===== config.mk =====
export PLATFORM = sky130hd
export DESIGN_NAME = fir_decim_mac
export DESIGN_NICKNAME = d
export VERILOG_FILES = /design/src/rtl/fir_pkg.sv /design/src/rtl/fir_mac_unit.sv /design/src/rtl/fir_decim_mac.sv
export SDC_FILE = /design/constraint.sdc
export NUM_CORES = 1
export LEC_CHECK = 0
export CORE_UTILIZATION = 30
export DETAILED_ROUTE_END_ITERATION = 12
export PLACE_DENSITY_LB_ADDON = 0.2
export RECOVER_POWER = 50
export REMOVE_ABC_BUFFERS = 1
export SLEW_MARGIN = 5
export SYNTH_ARGS = -nofsm -noshare
export SYNTH_HDL_FRONTEND = slang
export SYNTH_SLANG_ARGS = --single-unit
export TNS_END_PERCENT = 20

===== constraint.sdc =====
create_clock -name clk -period 14.07 [get_ports clk]
set_input_delay 2.814 -clock clk [delete_from_list [all_inputs] [get_ports clk]]
set_output_delay 2.814 -clock clk [all_outputs]
set_load 0.1 [all_outputs]

===== src/rtl/fir_pkg.sv =====
// Shared types and arithmetic helpers for the decimating FIR datapath.
// FIR_DECIM_SAT_EN selects saturation instead of two's-complement wrap in sat_wrap().
package fir_pkg;

    typedef enum logic [1:0] {COLLECT, MAC, OUT} fir_decim_state_e;

    function automatic int acc_width(input int dw, input int cw, input int taps);
        return dw + cw + $clog2(taps);
    endfunction

    // Brings a wide result into dw-bit signed range; the caller keeps the low dw bits.
    function automatic logic signed [63:0] sat_wrap(input logic signed [63:0] r, input int dw);
`ifdef FIR_DECIM_SAT_EN
        logic signed [63:0] hi;
        logic signed [63:0] lo;
        hi = (64'sd1 <<< (dw - 1)) - 64'sd1;
        lo = -(64'sd1 <<< (dw - 1));
        if (r > hi) return hi;
        if (r < lo) return lo;
        return r;
`else
        return (r <<< (64 - dw)) >>> (64 - dw);
`endif
    endfunction

endpackage


===== src/rtl/fir_mac_unit.sv =====
// Single signed MAC: one registered product stage feeding an accumulator.
// clr zeroes the accumulator; en marks the current a*b as a valid term.
module fir_mac_unit
    import fir_pkg::*;
#(
    parameter int A_W   = 5,
    parameter int B_W   = 5,
    parameter int ACC_W = 16
) (
    input  logic                    clk,
    input  logic                    rst,
    input  logic                    clr,
    input  logic                    en,
    input  logic signed [A_W-1:0]   a,
    input  logic signed [B_W-1:0]   b,
    output logic signed [ACC_W-1:0] acc
);
    localparam int P_W = A_W + B_W;

    logic signed [P_W-1:0]   prod_p1_q, prod_p1_d;
    logic                    vld_p1_q, vld_p1_d;
    logic signed [ACC_W-1:0] acc_q, acc_d;

    always_comb begin
        prod_p1_d = P_W'(a) * P_W'(b);
        vld_p1_d  = en && !clr;
        acc_d     = acc_q;
        if (clr) begin
            acc_d = '0;
        end else if (vld_p1_q) begin
            acc_d = acc_q + ACC_W'(prod_p1_q);
        end
    end

    always_ff @(posedge clk) begin
        if (rst) begin
            prod_p1_q <= '0;
            vld_p1_q  <= 1'b0;
            acc_q     <= '0;
        end else begin
            prod_p1_q <= prod_p1_d;
            vld_p1_q  <= vld_p1_d;
            acc_q     <= acc_d;
        end
    end

    assign acc = acc_q;

endmodule


===== src/rtl/fir_decim_mac.sv =====
// Decimate-by-DECIM FIR: collects DECIM samples, runs a one-tap-per-cycle MAC, emits one output.
// Define FIR_DECIM_SAT_EN to saturate the output instead of wrapping it.
module fir_decim_mac
    import fir_pkg::*;
#(
    parameter int DATA_WIDTH      = 5,
    parameter int TAP_COEFF_WIDTH = 5,
    parameter int NUM_TAPS        = 50,
    parameter int DECIM           = 2,
    parameter int OUT_SHIFT       = 0
) (
    input  logic                              clk,
    input  logic                              rst,
    input  logic                              in_valid,
    output logic                              in_ready,
    input  logic signed [DATA_WIDTH-1:0]      in,
    input  logic signed [TAP_COEFF_WIDTH-1:0] tap_coeffs [NUM_TAPS],
    output logic                              out_valid,
    input  logic                              out_ready,
    output logic signed [DATA_WIDTH-1:0]      out
);
    localparam int AW = acc_width(DATA_WIDTH, TAP_COEFF_WIDTH, NUM_TAPS);
    localparam int KW = $clog2(NUM_TAPS + 2);
    localparam int TW = $clog2(NUM_TAPS);
    localparam int PW = $clog2(DECIM + 1);
    localparam logic [KW-1:0] K_END   = KW'(NUM_TAPS);
    localparam logic [KW-1:0] K_DONE  = KW'(NUM_TAPS + 1);
    localparam logic [PW-1:0] PH_LAST = PW'(DECIM - 1);

    fir_decim_state_e                state_q, state_d;
    logic [PW-1:0]                   phase_q, phase_d;
    logic [KW-1:0]                   k_q, k_d;
    logic signed [DATA_WIDTH-1:0]    x_q [NUM_TAPS];
    logic signed [DATA_WIDTH-1:0]    x_d [NUM_TAPS];
    logic signed [DATA_WIDTH-1:0]    out_q, out_d;
    logic                            out_valid_q, out_valid_d;
    logic                            mac_en, mac_clr;
    logic [TW-1:0]                   tap_idx;
    logic signed [AW-1:0]            mac_acc;
    logic signed [63:0]              r_wide;

    fir_mac_unit #(
        .A_W   (DATA_WIDTH),
        .B_W   (TAP_COEFF_WIDTH),
        .ACC_W (AW)
    ) u_mac (
        .clk (clk),
        .rst (rst),
        .clr (mac_clr),
        .en  (mac_en),
        .a   (x_q[tap_idx]),
        .b   (tap_coeffs[tap_idx]),
        .acc (mac_acc)
    );

    always_comb begin
        state_d     = state_q;
        phase_d     = phase_q;
        k_d         = k_q;
        x_d         = x_q;
        out_d       = out_q;
        out_valid_d = out_valid_q;
        mac_en      = 1'b0;
        mac_clr     = 1'b0;
        tap_idx     = (k_q < K_END) ? TW'(k_q) : '0;
        r_wide      = 64'(mac_acc) >>> OUT_SHIFT;
        case (state_q)
            COLLECT: begin
                if (in_valid) begin
                    x_d[0] = in;
                    for (int i = 1; i < NUM_TAPS; i++) x_d[i] = x_q[i-1];
                    if (phase_q == PH_LAST) begin
                        phase_d = '0;
                        k_d     = '0;
                        mac_clr = 1'b1;
                        state_d = MAC;
                    end else begin
                        phase_d = phase_q + PW'(1);
                    end
                end
            end
            MAC: begin
                // Issue taps 0..NUM_TAPS-1, then two cycles drain the product register and accumulator.
                mac_en = (k_q < K_END);
                if (k_q == K_DONE) begin
                    state_d     = OUT;
                    out_valid_d = 1'b1;
                    out_d       = DATA_WIDTH'(sat_wrap(r_wide, DATA_WIDTH));
                end else begin
                    k_d = k_q + KW'(1);
                end
            end
            OUT: begin
                if (out_ready) begin
                    out_valid_d = 1'b0;
                    state_d     = COLLECT;
                end
            end
            default: state_d = COLLECT;
        endcase
    end

    always_ff @(posedge clk) begin
        if (rst) begin
            state_q     <= COLLECT;
            phase_q     <= '0;
            k_q         <= '0;
            out_q       <= '0;
            out_valid_q <= 1'b0;
            for (int i = 0; i < NUM_TAPS; i++) x_q[i] <= '0;
        end else begin
            state_q     <= state_d;
            phase_q     <= phase_d;
            k_q         <= k_d;
            out_q       <= out_d;
            out_valid_q <= out_valid_d;
            x_q         <= x_d;
        end
    end

    assign in_ready  = (state_q == COLLECT);
    assign out_valid = out_valid_q;
    assign out       = out_q;

endmodule


==> results of run 1 <==
[worst reg2reg max path: stages (launching register included)]
cell and delay [ns]:
dfxtp_4 0.95, buf_4 0.82, buf_4 0.77, mux2i_1 0.28, nand2_1 0.07, o211ai_1 0.12, o311ai_0 0.30, nor4_1 0.96
a211oi_1 0.14, ha_1 0.34, ha_1 0.29, fa_1 0.44, ha_1 0.21, xor2_1 0.15, xnor2_1 0.18, xnor2_1 0.16
nand3_1 0.12, a21o_1 0.17, mux2i_1 0.13
[area by class of cell]
| cell class | count | area, um2 |
|---|---|---|
| Inverter | 7 | 26.3 |
| Timing Repair Buffer | 285 | 2830 |
| Clock buffer | 51 | 911 |
| Sequential cell | 277 | 5550 |
| Clock inverter | 3 | 18.8 |
| Fill cell | 5259 | 31100 |
| Tap cell | 672 | 841 |
| Antenna cell | 1 | 2.50 |
| Multi-Input combinational cell | 1582 | 8830 |
[sequential cells by signal, summed over array words and instances, names as in the netlist]
signal	flops
k_q	6
out	5
out_valid	1
phase_q	2
state_q	2
u_mac.acc	5
u_mac.prod_p1_q	5
u_mac.vld_p1_q	1
x_q	250
[kinds of logic (layout without fill, tap and decap cells)]
family | after synthesis | after routing
AND/OR/NAND/NOR | 775 | 775
AO/OA/AOI/OAI | 656 | 656
XOR/XNOR | 14 | 14
buffers and inverters | 195 | 346
flip-flops | 277 | 277
multiplexers | 122 | 122
adder cells (fa/ha/maj) | 15 | 15
other | 0 | 1
[layer usage]
metal | track usage | vias to the layer above | part of all wire
li1 | - | 7451 | -
met1 | 0.272 | 7277 | 0.46
met2 | 0.323 | 440 | 0.46
met3 | 0.0299 | 62 | 0.058
met4 | 0.0502 | 0 | 0.022
met5 | 0 | - | 0
[power by group through the flow]
stage	clock network (mW)	logic [mW]	registers (mW)
final	0.763	0.197	0.794
after floorplan	0	0.0759	0.813
after global routing	0.812	0.213	0.794
after global placement	0	0.196	0.811
after detailed placement	0	0.197	0.811
after CTS	0.778	0.198	0.794
[cells in the final DEF, fill, tap and decap left out, types with 6 or more instances in the layout]
cell type and n:
clkbuf_16 31, a21boi_0 31, buf_4 15, a21oi_1 350
and2_1 10, a211oi_1 46, a31oi_1 16, dfxtp_1 276
inv_1 6, o31a_1 6, o311ai_0 6, clkbuf_1 17
ha_1 13, mux2i_1 78, nand3_1 27, o211ai_1 10
nor3_1 14, o21ai_0 108, nor2_1 41, nand2_1 567
and3_1 53, nor4_1 10, o22ai_1 7, xor2_1 6
clkbuf_8 6, nor2b_1 14, o31ai_1 21, mux2_2 44
clkdlybuf4s50_1 264, nand4_1 17, xnor2_1 7
[stage by stage]
step | instance area [um2] | cells | util | hold slack (ns)
final | 19000 | 2878 | 0.380 | 0.459
after global routing | 19000 | 2877 | 0.380 | 0.474
after CTS | 19000 | 2877 | 0.380 | 0.459
after detailed placement | 18100 | 2823 | 0.361 | 0.450
after global placement | 18100 | 2823 | 0.361 | 0.442
after floorplan | 14400 | 1866 | - | 0.430
[worst max-delay path by stage]
stage / from / end / slack (ns) / depth (start not counted)
finish: rst / u_mac.prod_p1_q[0] / 5.28 / 3
global route: rst / x_q[105] / 4.75 / 3
CTS: k_q[0] / u_mac.prod_p1_q[4] / 7.33 / 18
detailed placement: tap_coeffs[183] / u_mac.prod_p1_q[4] / 6.80 / 16
global placement: tap_coeffs[208] / u_mac.prod_p1_q[4] / 6.89 / 16
floorplan: k_q[0] / u_mac.prod_p1_q[4] / 2.30 / 17
==> flow_summary.rst, run 1 <==
.. list-table::
   :header-rows: 1

   * - Metric
     - Value
   * - Critical setup path kind
     - in2reg
   * - EDFF count, synth
     - 0
   * - Clock tree from TritonCTS
     - done
   * - Number of hold violations in the final report
     - 0
   * - Fmax
     - 114 MHz
   * - Comb power frac
     - 0.112
   * - GRT Util Overall
     - 0.198
   * - Top-level port count
     - 266
   * - Post-route DRC
     - 0
   * - Flop pwr share
     - 0.453
   * - Final Slew Violations
     - 273
   * - Number of buffers inserted for hold repair after clock tree synthesis
     - 0
   * - Clock share of power
     - 0.435
   * - Main combinational cell family by area after synthesis
     - compound AO/OA/AOI/OAI gates
   * - Violations in the final reports
     - max-capacitance violations, max-slew violations
   * - Number of detailed-routing iterations run before antenna repair
     - 6
   * - Critical-path cell list
     - clkbuf_1 -> clkbuf_1 -> nor3_1
   * - Placeable core region
     - 50100 um2
   * - Total internal power
     - 1.32 mW
   * - Total die area
     - 51500 um2
   * - Cell family with most CP delay
     - buffers and inverters
   * - Most frequent cell after synthesis
     - nand2_1
   * - Synth top area share
     - 0.365
   * - Depth of the worst register-to-register path
     - 18
   * - Later-pin clock latency in the skew report
     - 0.58 ns
   * - Library cell occupying the most area in the post-synthesis netlist
     - dfxtp_1
   * - Post-Synth Adder-Cell Area
     - 0.0134
   * - Static power due to leakage
     - 6.26 nW
   * - Worst-case hold path end point
     - x_q[2]
   * - Mux cell area share after synthesis
     - 0.0841
   * - Worst Setup End Kind
     - flop
   * - Antenna violations before repair
     - 1
   * - Startpoint class of the critical path
     - input pin
   * - Height of the die
     - 227 um
   * - Die width
     - 227 um
   * - Post-CTS sizing
     - 0
   * - Total vias in the final route
     - 15230
   * - Post-synthesis compound-gate area fraction
     - 0.255
   * - Syn avg cell area
     - 7.39 um2
   * - Capture point of the worst reg-to-reg path
     - u_mac.prod_p1_q[4]
   * - Worst hold path startpoint
     - x_q[2]
   * - Relative slew margins
     - -2.02
   * - Number of standard cells after synthesis
     - 2054
   * - Via count of the first global-routing pass
     - 14307
   * - Final weighted congestion of routability-driven global placement
     - 0.793
   * - Source of the worst register-to-register timing path
     - k_q[0]
   * - Post-CTS Setup Repair Bufs
     - 0
   * - Number of max-cap violations
     - 3
   * - Average via count per standard cell
     - 5.29
   * - Pin count of the biggest net entering global routing
     - 165
   * - Area added between synthesis and finish
     - 25.2%
   * - Signal arrival time at the worst endpoint
     - 9.01 ns
   * - Cell variety after synth
     - 70
   * - Sw power
     - 0.436 mW
   * - Total Negative Setup Slacks
     - 0 ns
   * - Total power after layout
     - 1.75 mW
   * - Root Buffer
     - clkbuf_16
   * - Proportion of synthesized chip area in sequential cells
     - 0.365
   * - DP Wirelength
     - 32.6 mm
   * - Most frequent cells after synthesis
     - 568 x nand2_1, 350 x a21oi_1, 277 x dfxtp_1, 118 x clkbuf_1, 107 x o21ai_0
   * - Power density over the cells
     - 92.3 nW/um2
   * - Register bit total from synthesis
     - 277
   * - Transition time at the pin with the least slew margin
     - 4.53 ns
   * - Shortest clock period the worst path allows after layout
     - 8.79 ns
   * - Initial Utilization
     - 0.303
   * - Xor/xnor cell area share of the yosys netlist
     - 0.00898
   * - Buffers and inverters on the worst path
     - 2
   * - Post-synthesis simple-gate area fraction
     - 0.217
   * - Worst-path clk slew
     - 0.06 ns
   * - Count of antenna-violating nets left after detailed routing
     - 0
   * - Worst-case setup margin in the final layout
     - 5.28 ns
   * - Total Routed Length
     - 52.8 mm
   * - Number of nets in the finished design
     - 2458
   * - Worst hold path cell count
     - 2
   * - Routed WL per cell
     - 18.3 um
   * - Worst ir drop on vdd
     - 0.0944 mV
   * - Standard-cell row count
     - 82
   * - Critical path required time
     - 14.29 ns
   * - CTS buffer count
     - 31
   * - Sw Ratio
     - 0.249
   * - Worst-path fanout max
     - 90
   * - Final worst-path cycle share
     - 0.625
   * - Total clock sinks
     - 277
   * - RSZ-0062 raised after global routing
     - no
   * - Top area cells in the synthesized netlist
     - dfxtp_1 37%, nand2_1 14%, a21oi_1 12%
   * - Wire length of the first global-routing pass
     - 80.7 mm
   * - Final Setup Violations
     - 0
   * - CP max-delay cell
     - clkbuf_1
   * - Leading register cell type out of synthesis
     - dfxtp_1
   * - Max Buffers Root-to-Sink
     - 3
   * - Most used cell, CP
     - clkbuf_1
   * - Outcome
     - finished, violations left
   * - Class of the worst hold path
     - reg2reg
   * - Number of warnings printed during yosys synthesis
     - 0
   * - Critical path's largest stage delay
     - 3.03 ns
   * - Final setup skew
     - 0.0127 ns
   * - Layout cell share with drive strength beyond 1
     - 0.0531
   * - Area of the mapped netlist
     - 15200 um2
   * - Number of DRC markers after the initial detailed-route iteration
     - 1274
   * - Register-to-register setup slack
     - 7.39 ns
   * - H-tree lvl count
     - 1
   * - Worst Setup Slack post-DPL
     - 6.80 ns
   * - Async SR Flop Fraction
     - 0
   * - Grt ovf
     - 0
   * - Port buffer count
     - 265
No activity file was read; power rests on OpenSTA's default activity.
==> inputs of run 2 (changes only) <==
==> constraint.sdc (replaced) <==
create_clock -name clk -period 8.9 [get_ports clk]
set_input_delay 1.78 -clock clk [delete_from_list [all_inputs] [get_ports clk]]
set_output_delay 1.78 -clock clk [all_outputs]
set_load 0.1 [all_outputs]
==> run 2 against run 1 <==
The run still ends with max-capacitance violations, max-slew violations left; total power grew 64%; first-iteration DRC count shrank 7.0%; global-route usage shrank 0.15 points; count of clock-buffer cells in the layout shrank 5; utilization grew 0.24 points; combinational power grew 60%.
==> flow_summary.rst, run 2 (synthesis results as in run 1) <==
.. list-table::
   :header-rows: 1

   * - Metric
     - Value
   * - Final design area excluding fillers
     - 19100 um2
   * - Grt ovf
     - 0
   * - Final core area utilization
     - 0.382
   * - Critical setup path kind
     - in2reg
   * - Wire length of the first global-routing pass
     - 80.4 mm
   * - Final weighted congestion of routability-driven global placement
     - 0.842
   * - Static power due to leakage
     - 6.33 nW
   * - Fill count
     - 5243
   * - Later-pin clock latency in the skew report
     - 0.58 ns
   * - Critical path required time
     - 9.27 ns
   * - Total power after layout
     - 2.88 mW
   * - Worst-path fanout max
     - 103
   * - Total Routed Length
     - 52.9 mm
   * - Top-level port count
     - 266
   * - Outcome
     - finished, violations left
   * - Final worst-path cycle share
     - 0.770
   * - Total die area
     - 51500 um2
   * - Post-CTS sizing
     - 0
   * - Transition time at the pin with the least slew margin
     - 5.08 ns
   * - Power density over the cells
     - 150 nW/um2
   * - Class of the worst hold path
     - reg2reg
   * - Number of hold violations in the final report
     - 0
   * - Diodes inserted
     - 0
   * - CTS buffer count
     - 31
   * - Worst Setup End Kind
     - flop
   * - Pin count of the biggest net entering global routing
     - 218
   * - Total clock sinks
     - 277
   * - Largest reg by FF count
     - x_q
   * - Number of nets in the finished design
     - 2458
   * - Number of DRC markers after the initial detailed-route iteration
     - 1185
   * - Final Slew Violations
     - 273
   * - Biggest regs
     - x_q x250, k_q x6
   * - Register-to-register setup slack
     - 2.81 ns
   * - Post-CTS Setup Repair Bufs
     - 0
   * - Max Buffers Root-to-Sink
     - 3
   * - Average via count per standard cell
     - 5.33
   * - Relative slew margins
     - -2.39
   * - Total Negative Setup Slacks
     - 0 ns
   * - Root Buffer
     - clkbuf_16
   * - Violations in the final reports
     - max-capacitance violations, max-slew violations
   * - Highest-count cells in the layout ignoring fill and taps
     - 567 x nand2_1, 350 x a21oi_1, 276 x dfxtp_1, 264 x clkdlybuf4s50_1, 108 x o21ai_0
   * - Antenna violations before repair
     - 0
   * - Most common library cell in the layout ignoring fill and taps
     - nand2_1
   * - Port buffer count
     - 265
   * - Count of antenna-violating nets left after detailed routing
     - 0
   * - Standard-cell row count
     - 82
   * - Layout cell share with drive strength beyond 1
     - 0.0589
   * - Fmax
     - 146 MHz
   * - Area added between synthesis and finish
     - 26.0%
   * - Initial Utilization
     - 0.303
   * - Worst ir drop on vdd
     - 0.193 mV
   * - Routed WL per cell
     - 18.3 um
   * - Max reg flops
     - 250
   * - Clock tree from TritonCTS
     - done
   * - Number of detailed-routing iterations run before antenna repair
     - 5
   * - Via count of the first global-routing pass
     - 14293
   * - Cell area after placement
     - 18100 um2
   * - DP Wirelength
     - 33.4 mm
   * - Final Setup Violations
     - 0
   * - Total vias in the final route
     - 15355
   * - Post-route DRC
     - 0
   * - RSZ-0062 raised after global routing
     - no
   * - GRT Util Overall
     - 0.196
   * - Number of buffers inserted for hold repair after clock tree synthesis
     - 0
   * - Placeable core region
     - 50100 um2
   * - Worst-path clk slew
     - 0.06 ns
   * - Final setup skew
     - 0.0202 ns
   * - Shortest clock period the worst path allows after layout
     - 6.85 ns
   * - Number of max-cap violations
     - 3
   * - Signal arrival time at the worst endpoint
     - 7.22 ns
   * - H-tree lvl count
     - 1
   * - Height of the die
     - 227 um
   * - Die width
     - 227 um
   * - Startpoint class of the critical path
     - input pin
run 2: stage by stage:
stage               hold WS (ns)  setup slack [ns]  instances
CTS                        0.454              2.90       2881
detailed placement         0.449              2.74       2823
finish                     0.455              2.05       2881
global route               0.475              1.64       2881
global placement           0.442              2.80       2823
floorplan                  0.430             -2.87       1866
run 2: layout make-up:
cell class / count / area [um2] / area share
clock buffers: 46 / 912 / 0.0477
clock inverters: 12 / 128 / 0.00667
inverters: 7 / 26.3 / 0.00137
multi-input cells: 1582 / 8830 / 0.462
flip-flops and latches: 277 / 5550 / 0.290
well taps: 672 / 841 / 0.0440
repair buffers: 285 / 2840 / 0.149
run 2: final timing paths:
path / start / end / cells after the start
worst max register to register: k_q[4] / u_mac.prod_p1_q[4] / 18
worst min-delay path: x_q[4] / x_q[4] / 2
worst min register to register: x_q[4] / x_q[4] / 2
worst max-delay path: rst / x_q[178] / 3
run 2: power breakdown:
part | total (mW) | switching (mW) | internal [mW]
clock network | 1.31 | 0.541 | 0.767
registers | 1.25 | 0.00826 | 1.25
logic | 0.315 | 0.165 | 0.149
run 2: critical path, stage by stage:
cell and delay [ns]:
clkbuf_1 3.43, clkbuf_2 1.78, a21oi_1 0.11
run 2: routing by layer:
metal	share of wire	vias to the layer above	track usage	wire, um
met2	0.45	466	0.318	23900
li1	-	7455	-	-
met3	0.060	71	0.0312	3180
met1	0.47	7363	0.270	24600
met4	0.022	0	0.0520	1150
met5	0	-	0	0
==> inputs of run 3 (changes only) <==
==> constraint.sdc (replaced) <==
create_clock -name clk -period 6.4 [get_ports clk]
set_input_delay 1.28 -clock clk [delete_from_list [all_inputs] [get_ports clk]]
set_output_delay 1.28 -clock clk [all_outputs]
set_load 0.1 [all_outputs]
==> run 3 against run 2 <==
The flow still finishes with violations (max-capacitance violations, max-slew violations); sequential power increased by 39%; via count increased by 0.21%; non-clock buffer count increased by 26; utilization increased by 0.43 points; global-route usage increased by 0.64 points; highest routed layer unchanged.
==> flow_summary.rst, run 3 (synthesis results as in run 1) <==
.. list-table::
   :header-rows: 1

   * - Metric
     - Value
   * - Biggest regs
     - x_q x250, k_q x6
   * - Post-CTS Setup Repair Bufs
     - 0
   * - Clock share of power
     - 0.451
   * - Worst ir drop on vdd
     - 0.142 mV
   * - Critical path's largest stage delay
     - 2.63 ns
   * - Static power due to leakage
     - 6.45 nW
   * - Relative slew margins
     - -1.44
   * - Worst-path fanout max
     - 136
   * - Sw power
     - 0.978 mW
   * - Most common library cell in the layout ignoring fill and taps
     - nand2_1
   * - Top-level port count
     - 266
   * - Pin count of the biggest net entering global routing
     - 137
   * - Fmax
     - 183 MHz
   * - Highest-count cells in the layout ignoring fill and taps
     - 568 x nand2_1, 350 x a21oi_1, 276 x dfxtp_1, 263 x clkdlybuf4s50_1, 107 x o21ai_0
   * - Outcome
     - finished, violations left
   * - Worst hold slack
     - 0.458 ns
   * - Number of max-cap violations
     - 4
   * - Area of the multi-input gates
     - 8820 um2
   * - Max reg flops
     - 250
   * - Final setup skew
     - 0.0270 ns
   * - Count of antenna-violating nets left after detailed routing
     - 0
   * - Height of the die
     - 227 um
   * - Post-route DRC
     - 0
   * - Post-CTS sizing
     - 0
   * - Transition time at the pin with the least slew margin
     - 3.66 ns
   * - Wire length of the first global-routing pass
     - 82.0 mm
   * - Die width
     - 227 um
   * - Final core area utilization
     - 0.386
   * - Total Negative Setup Slacks
     - 0 ns
   * - Sequential cell area
     - 5550 um2
   * - Number of buffers inserted for hold repair after clock tree synthesis
     - 0
   * - Number of DRC markers after the initial detailed-route iteration
     - 1335
   * - Startpoint class of the critical path
     - input pin
   * - Via count of the first global-routing pass
     - 14092
   * - Final Setup Violations
     - 0
   * - H-tree lvl count
     - 2
   * - Worst Setup End Kind
     - flop
   * - Total power after layout
     - 3.99 mW
   * - Class of the worst hold path
     - reg2reg
   * - Violations in the final reports
     - max-capacitance violations, max-slew violations
   * - Average via count per standard cell
     - 5.29
   * - Total internal power
     - 3.01 mW
   * - Number of detailed-routing iterations run before antenna repair
     - 6
   * - Final Slew Violations
     - 368
   * - Root Buffer
     - clkbuf_16
   * - Diodes inserted
     - 0
   * - Grt ovf
     - 0
   * - Placeable core region
     - 50100 um2
   * - Antenna violations before repair
     - 0
   * - Worst Setup Slack post-DPL
     - 0.707 ns
   * - Critical-path cell list
     - clkbuf_4 -> clkbuf_1 -> nor3_1
   * - Standard-cell row count
     - 82
   * - Number of hold violations in the final report
     - 0
   * - Max Buffers Root-to-Sink
     - 3
   * - RSZ-0062 raised after global routing
     - no
   * - Total clock sinks
     - 277
   * - Initial Utilization
     - 0.303
   * - Clock tree from TritonCTS
     - done
   * - GRT Util Overall
     - 0.203
   * - Comb power frac
     - 0.111
   * - Flop pwr share
     - 0.438
   * - Largest reg by FF count
     - x_q
   * - DP Wirelength
     - 35.5 mm
   * - Final worst-path cycle share
     - 0.855
   * - Shortest clock period the worst path allows after layout
     - 5.47 ns
   * - Number of nets in the finished design
     - 2487
   * - Power density over the cells
     - 206 nW/um2
   * - Total vias in the final route
     - 15387
   * - Worst-case setup margin in the final layout
     - 0.926 ns
   * - Routed length on met1
     - 24.5 mm
   * - CTS buffer count
     - 34
   * - Layout cell share with drive strength beyond 1
     - 0.0658
   * - Critical path required time
     - 6.56 ns
   * - Routed wire length on met2
     - 24.9 mm
   * - Routed wire length on met3
     - 3.80 mm
   * - Area added between synthesis and finish
     - 27.4%
   * - Signal arrival time at the worst endpoint
     - 5.64 ns
   * - Total Routed Length
     - 54.2 mm
   * - Worst-path clk slew
     - 0.06 ns
   * - Highest metal layer with signal wires
     - met4
   * - Fill count
     - 5251
   * - Sw Ratio
     - 0.245
   * - Routed WL per cell
     - 18.7 um
   * - Final weighted congestion of routability-driven global placement
     - 0.820
   * - Total die area
     - 51500 um2
   * - Later-pin clock latency in the skew report
     - 0.52 ns
   * - Critical setup path kind
     - in2reg
   * - Port buffer count
     - 265
   * - CP max-delay cell
     - clkbuf_1
==> run 3: cell count changes in the layout (fill, tap and decap cells not counted), sizes merged <==
cell and change:
clkdlybuf4s50 -1, buf +26, clkinv -5, dlygate4sd3 +1, bufinv -2, clkbuf +6
==> run 3: cell type report <==
cell class	instances	share of cell area
multi-input cells	1582	0.456
flip-flops and latches	277	0.287
repair buffers	311	0.160
clock buffers	52	0.0512
well taps	672	0.0435
clock inverters	5	0.00162
inverters	7	0.00136
==> run 3: power groups by stage <==
stage,combinational [mW],clock (mW),sequential [mW]
2_1_floorplan,0.167,0,1.79
3_3_place_gp,0.441,0,1.78
3_5_place_dp,0.444,0,1.78
4_1_cts,0.446,1.84,1.74
5_1_grt,0.477,1.91,1.74
6_report,0.442,1.80,1.74
==> run 3: worst max-delay path, delay by kind of cell <==
family / cells / cell delay [ns]
buffers and inverters: 2 / 3.73
AND/OR/NAND/NOR: 1 / 0.51
==> run 3: per-stage QoR <==
step | instances | instance area, um2
global route | 2906 | 19300
floorplan | 1866 | 14400
detailed placement | 2849 | 18300
finish | 2906 | 19300
global placement | 2849 | 18300
CTS | 2906 | 19400
==> run 3: layer usage <==
metal	vias to the layer above	track usage
li1	7506	-
met2	486	0.325
met1	7330	0.282
met3	65	0.0321
met5	-	0
met4	0	0.0515
==> run 3: worst paths after layout <==
check | depth (start not counted) | endpoint | from | slack (ns)
setup / recovery | 3 | u_mac.prod_p1_q[0] | rst | 0.93
hold / removal | 2 | x_q[66] | x_q[71] | 0.46
setup reg to reg | 18 | u_mac.prod_p1_q[4] | k_q[1] | 0.97
hold reg to reg | 2 | x_q[66] | x_q[71] | 0.46
